File: config.mk
export PLATFORM = sky130hd
export DESIGN_NAME = pwm_capture
export DESIGN_NICKNAME = d
export VERILOG_FILES = /design/src/rtl/pwm_pkg.sv /design/src/rtl/pwm_capture_sync.sv /design/src/rtl/pwm_capture.sv
export SDC_FILE = /design/constraint.sdc
export NUM_CORES = 1
export LEC_CHECK = 0
export CORE_MARGIN = 5
export CORE_UTILIZATION = 25
export CTS_CLUSTER_SIZE = 8
export DETAILED_ROUTE_END_ITERATION = 7
export SYNTH_ARGS = -nofsm -noshare
export SYNTH_HDL_FRONTEND = slang
export SYNTH_HIERARCHICAL = 1
export SYNTH_SLANG_ARGS = --single-unit
File: constraint.sdc
create_clock -name clk -period 3.6 [get_ports clk]
set_input_delay 0.9 -clock clk [delete_from_list [all_inputs] [get_ports clk]]
set_output_delay 0.9 -clock clk [all_outputs]
set_load 0.1 [all_outputs]
File: src/rtl/pwm_pkg.sv
// Shared definitions for the PWM generator/capture pair: FSM states,
// the full-scale duty magnitude and the sign convention (dir=1 -> positive).
package pwm_pkg;

  typedef enum logic [1:0] {
    WAIT_RISE = 2'd0,
    HIGH      = 2'd1,
    LOW       = 2'd2
  } pwm_state_t;

  // Largest positive duty magnitude for a signed word of the given width.
  function automatic logic [63:0] dty_max(input int unsigned width);
    return (64'd1 << (width - 1)) - 64'd1;
  endfunction

  function automatic logic [63:0] apply_sign(input logic [63:0] mag, input logic pos);
    return pos ? mag : (64'd0 - mag);
  endfunction

endpackage

File: src/rtl/pwm_capture_sync.sv
// Pin synchronisers for pwm/dir, optional glitch filter on pwm
// (PWM_CAPTURE_FILTER_EN) and rise/fall detection on the clean level.
module pwm_capture_sync #(
  parameter int SYNC_STAGES = 2,
  parameter int FILTER_LEN  = 4
) (
  input  logic clk,
  input  logic rst_n,
  input  logic pwm,
  input  logic dir,
  output logic level,
  output logic dir_s,
  output logic rise,
  output logic fall
);

  logic [SYNC_STAGES-1:0] pwm_ff;
  logic [SYNC_STAGES-1:0] dir_ff;
  logic                   pwm_s;
  logic                   prev;

  always_ff @(posedge clk or negedge rst_n) begin
    if (!rst_n) begin
      pwm_ff <= '0;
      dir_ff <= '0;
    end else begin
      pwm_ff <= {pwm_ff[SYNC_STAGES-2:0], pwm};
      dir_ff <= {dir_ff[SYNC_STAGES-2:0], dir};
    end
  end

  assign pwm_s = pwm_ff[SYNC_STAGES-1];
  assign dir_s = dir_ff[SYNC_STAGES-1];

`ifdef PWM_CAPTURE_FILTER_EN
  localparam int FW = $clog2(FILTER_LEN + 1);

  logic [FW-1:0] flt_cnt;
  logic          flt;

  // Flip only after FILTER_LEN consecutive samples disagree with the current level.
  always_ff @(posedge clk or negedge rst_n) begin
    if (!rst_n) begin
      flt_cnt <= '0;
      flt     <= 1'b0;
    end else if (pwm_s == flt) begin
      flt_cnt <= '0;
    end else if (flt_cnt == FW'(FILTER_LEN - 1)) begin
      flt_cnt <= '0;
      flt     <= pwm_s;
    end else begin
      flt_cnt <= flt_cnt + FW'(1);
    end
  end

  assign level = flt;
`else
  assign level = pwm_s;
`endif

  always_ff @(posedge clk or negedge rst_n) begin
    if (!rst_n) prev <= 1'b0;
    else        prev <= level;
  end

  assign rise = level & ~prev;
  assign fall = ~level & prev;

endmodule

File: src/rtl/pwm_capture.sv
// PWM/direction receiver: measures high time and period between rises and
// reports a signed duty word. Optional glitch filter: PWM_CAPTURE_FILTER_EN.
module pwm_capture
  import pwm_pkg::*;
#(
  parameter int WIDTH       = 32,
  parameter int SYNC_STAGES = 2,
  parameter int TIMEOUT     = 1000000,
  parameter int FILTER_LEN  = 4
) (
  input  logic             clk,
  input  logic             rst_n,
  input  logic             pwm,
  input  logic             dir,
  output logic [WIDTH-1:0] dty,
  output logic [WIDTH-1:0] period,
  output logic             valid,
  output logic             timeout
);

  localparam logic [WIDTH-1:0] DTY_MAX = WIDTH'(dty_max(WIDTH));
  localparam int               TW      = $clog2(TIMEOUT + 1);

  logic             level;
  logic             dir_s;
  logic             rise;
  logic             fall;
  pwm_state_t       state;
  pwm_state_t       state_nx;
  logic             latch;
  logic             expire;
  logic [WIDTH-1:0] high_cnt;
  logic [WIDTH-1:0] per_cnt;
  logic [TW-1:0]    tmo_cnt;

  function automatic logic [WIDTH-1:0] sat_inc(input logic [WIDTH-1:0] v);
    return (v == DTY_MAX) ? v : v + WIDTH'(1);
  endfunction

  pwm_capture_sync #(
    .SYNC_STAGES (SYNC_STAGES),
    .FILTER_LEN  (FILTER_LEN)
  ) u_sync (
    .clk   (clk),
    .rst_n (rst_n),
    .pwm   (pwm),
    .dir   (dir),
    .level (level),
    .dir_s (dir_s),
    .rise  (rise),
    .fall  (fall)
  );

  // An edge in the expiry cycle wins, so expire never coincides with a rise.
  assign expire = (tmo_cnt == TW'(TIMEOUT - 1)) && !(rise || fall);

  always_ff @(posedge clk or negedge rst_n) begin
    if (!rst_n)              tmo_cnt <= '0;
    else if (rise || fall)   tmo_cnt <= '0;
    else if (tmo_cnt != TW'(TIMEOUT)) tmo_cnt <= tmo_cnt + TW'(1);
  end

  always_ff @(posedge clk or negedge rst_n) begin
    if (!rst_n) state <= WAIT_RISE;
    else        state <= state_nx;
  end

  always_comb begin
    state_nx = state;
    latch    = 1'b0;
    unique case (state)
      WAIT_RISE: if (rise) state_nx = HIGH;
      HIGH:      if (fall) state_nx = LOW;
      LOW: begin
        if (rise) begin
          state_nx = HIGH;
          latch    = 1'b1;
        end
      end
      default:   state_nx = WAIT_RISE;
    endcase
    if (expire) state_nx = WAIT_RISE;
  end

  // The cycle a fall is seen already belongs to the low phase.
  always_ff @(posedge clk or negedge rst_n) begin
    if (!rst_n) begin
      high_cnt <= '0;
      per_cnt  <= '0;
    end else if (rise) begin
      high_cnt <= WIDTH'(1);
      per_cnt  <= WIDTH'(1);
    end else begin
      unique case (state)
        HIGH: begin
          per_cnt <= sat_inc(per_cnt);
          if (!fall) high_cnt <= sat_inc(high_cnt);
        end
        LOW:     per_cnt <= sat_inc(per_cnt);
        default: ;
      endcase
    end
  end

  always_ff @(posedge clk or negedge rst_n) begin
    if (!rst_n) begin
      dty     <= '0;
      period  <= '0;
      valid   <= 1'b0;
      timeout <= 1'b1;
    end else begin
      valid <= latch;
      if (latch) begin
        period  <= per_cnt;
        dty     <= WIDTH'(apply_sign(64'(high_cnt), dir_s));
        timeout <= 1'b0;
      end else if (expire) begin
        period  <= '0;
        dty     <= level ? WIDTH'(apply_sign(64'(DTY_MAX), dir_s)) : '0;
        timeout <= 1'b1;
      end
    end
  end

endmodule
==> impl_metrics.yaml <==
clock_tree:
  htree_levels: 4
  path_clk_slew_ns: 0.07
  numCtsBuffers: 17
  clockRootBuffer: "clkbuf_16"
  cts_setup_buffers: 0
  postCtsHoldBufs: 0
  clock_path_buffers: 2
  ctsResizeCount: 0
  cts_sinks: 157
  cts_tree: "yes"
  clk_latency_ns: 0.43
floorplanning:
  die_w_um: 193
  core.rowCount: 67
  dieArea_um2: 37400
  fp.dieH_um: 193
  core_um2: 33400
  initial_utilization_pct: 25.2
  io_pins: 70
worst_hold_path:
  min_path_type: "reg -> reg"
synth:
  ys_warn_count: 6
  synthTopCellsByArea: "dfrtp_1, a21oi_1, xnor2_1, nand2_1, nand3_1"
  async_flop_share_pct: 100
  avgSynthCellArea_um2: 9.18
  yosysMostFrequentCell: "dfrtp_1"
  synth_edf_count: 0
  yosysSeqAreaShare_pct: 46.8
  synth.distinct_cells: 67
  netlist.area_leader.share_pct: 46.5
  yosys-top-cells-count: "dfrtp_1, nand2_1, a21oi_1"
  synth_seq_cells: 157
  synthFlopType: "dfrtp_1"
  syn-cell-area_um2: 8400
  netlist_instances: 915
  syn-num-nets: 928
  synth_top_cell_by_area: "dfrtp_1"
sta:
  fin_tns_setup_ns: 0
  slew_viol_final: 0
  slew_headroom_pct: 35.5
  setup_violations: 0
  max_freq_mhz: 361
  grt_setup_unrepaired: "no"
  period_share_pct: 77.0
  layout_min_cycle_time_ns: 2.77
  finalHoldViolations: 0
  clock_skew_ns: 0.0125
  tightest_slew_ns: 0.964
layout:
  multi_input_area_um2: 4100
  seqCellArea_um2: 3930
  stdcell_area_um2: 9900
  nNetsFinal: 960
  n_antenna_cell: 0
  nFillCells: 3556
  layout.cells.non_filler: 1406
  drive_gt1_share_pct: 15.0
  areaGrowthSynthToFinish_pct: 17.9
  final_util_pct: 29.7
run:
  cap_violations: 0
setup_path:
  crit_required_ns: 2.70
  crit_path_cell_trace: "clkdlybuf4s50_1"
  path_max_fanout: 1
  crit_arrival_ns: 1.87
  crit_path_end_kind: "output pin"
  rrSetupSlack_ns: 1.05
  critPathBufInv: 1
  critPathLaunchType: "register"
  slowest_stage: "clkdlybuf4s50_1"
  critical-path-max-stage-delay_ns: 1.12
  critPathTopFamily: "buffers and inverters"
  crit_type: "reg -> out"
routing:
  vias_per_cell: 4.88
  vias: 6867
  wl_per_cell_um: 15.4
  totalWireLength_mm: 21.6
  drt.antenna.violating_nets: 0
  post-route-drc-count: 0
  drt_first_pass_iters: 6
  drt_first_iter_violations: 516
place:
  placed_area_um2: 9360
  dp_hpwl_mm: 14.9
  port_buffers: 69
  placedCellCount: 1376
  gp_congestion: 0.824
global_routing:
  antenna_found_initial: 0
  grt-ovfl-total: 0
  grt_max_degree: 64
  grtUsageTotal_pct: 11.5
  grt_pass1_wl_mm: 36.1
  grt_pass1_vias: 6714
power:
  leakage_nw: 4.13
  power_density_nw_per_um2: 687
  max-vdd-ir-drop_v: 0.000376
status:
  status: "finished clean"
## stage by stage
stage               hold slack, ns  setup WS, ns  power (mW)
global route                 0.367         0.764        7.13
finish                       0.357         0.827        6.80
detailed placement           0.342          1.02        5.17
CTS                          0.359         0.795        6.90
floorplan                    0.331          1.50        4.47
global placement             0.335          1.18        5.15
## area by class of cell
cell class                      count  share of cell area [%]
Multi-Input combinational cell    664                    41.4
Sequential cell                   157                    39.7
Timing Repair Buffer               84                    6.86
Tap cell                          448                    5.66
Clock buffer                       20                    4.51
Clock inverter                     10                   0.935
Inverter                           23                   0.872
## cell usage in the layout, fill, tap and decap left out, types with 4 or more instances in the layout
master      count
o221ai_1        4
and4_1         13
inv_1          22
buf_4          77
nor4_1          8
ha_1            9
o21ai_0        31
a22oi_1         4
mux2_2         10
mux2i_1         7
o2111ai_1       7
a21oi_1        76
nand2b_1        5
nor2_1         73
or4_1          15
clkbuf_16      17
a31oi_1        13
a211oi_1       28
nor3_1         18
clkinvlp_4      4
o31ai_1        10
or3_1          26
nand4_1        21
nand3_1        66
and2_1          6
and3_1          9
xor2_1         12
nor2b_1        12
xnor2_1        40
nand4b_1        5
nand2_1        87
dfrtp_1       156
## report_power, final
| part | switching, mW | internal (mW) | leakage, nW |
|---|---|---|---|
| Combinational | 2.20 | 0.676 | 1.79 |
| Clock | 0.741 | 0.962 | 0.255 |
| Sequential | 0.206 | 2.02 | 2.09 |
## cells by family after synthesis
logic type / count (synthesis) / share of synthesized area, %
simple gates: 391 / 25.0
flops: 157 / 46.8
buf+inv: 94 / 4.59
compound gates: 195 / 14.7
mux: 17 / 2.18
xor+xnor: 52 / 5.42
fa+ha+maj: 9 / 1.34
## flip-flops by register name, summed over array words and instances (netlist names)
register       count
u_sync/pwm_ff      2
valid              1
tmo_cnt           20
period            32
dty               32
per_cnt           32
state              2
high_cnt          32
timeout            1
u_sync/prev        1
u_sync/dir_ff      2
## per-layer routing
metal	up-vias	wire length, µm	GRT usage (%)
li1	3350	-	-
met2	106	9700	17.9
met1	3392	10900	16.0
met4	0	347	3.86
met3	19	716	2.56
met5	-	0	0
## worst paths after layout
check	startpoint	to	depth (start not counted)
max in group asynchronous	rst_n	timeout	2
worst max-delay path	valid	valid	1
worst min register to register	u_sync/dir_ff[0]	u_sync/dir_ff[1]	0
worst min-delay path	u_sync/dir_ff[0]	u_sync/dir_ff[1]	0
min in group asynchronous	rst_n	dty[4]	1
worst max register to register	u_sync/pwm_ff[1]	dty[14]	7
No activity file was read; power rests on OpenSTA's default activity.
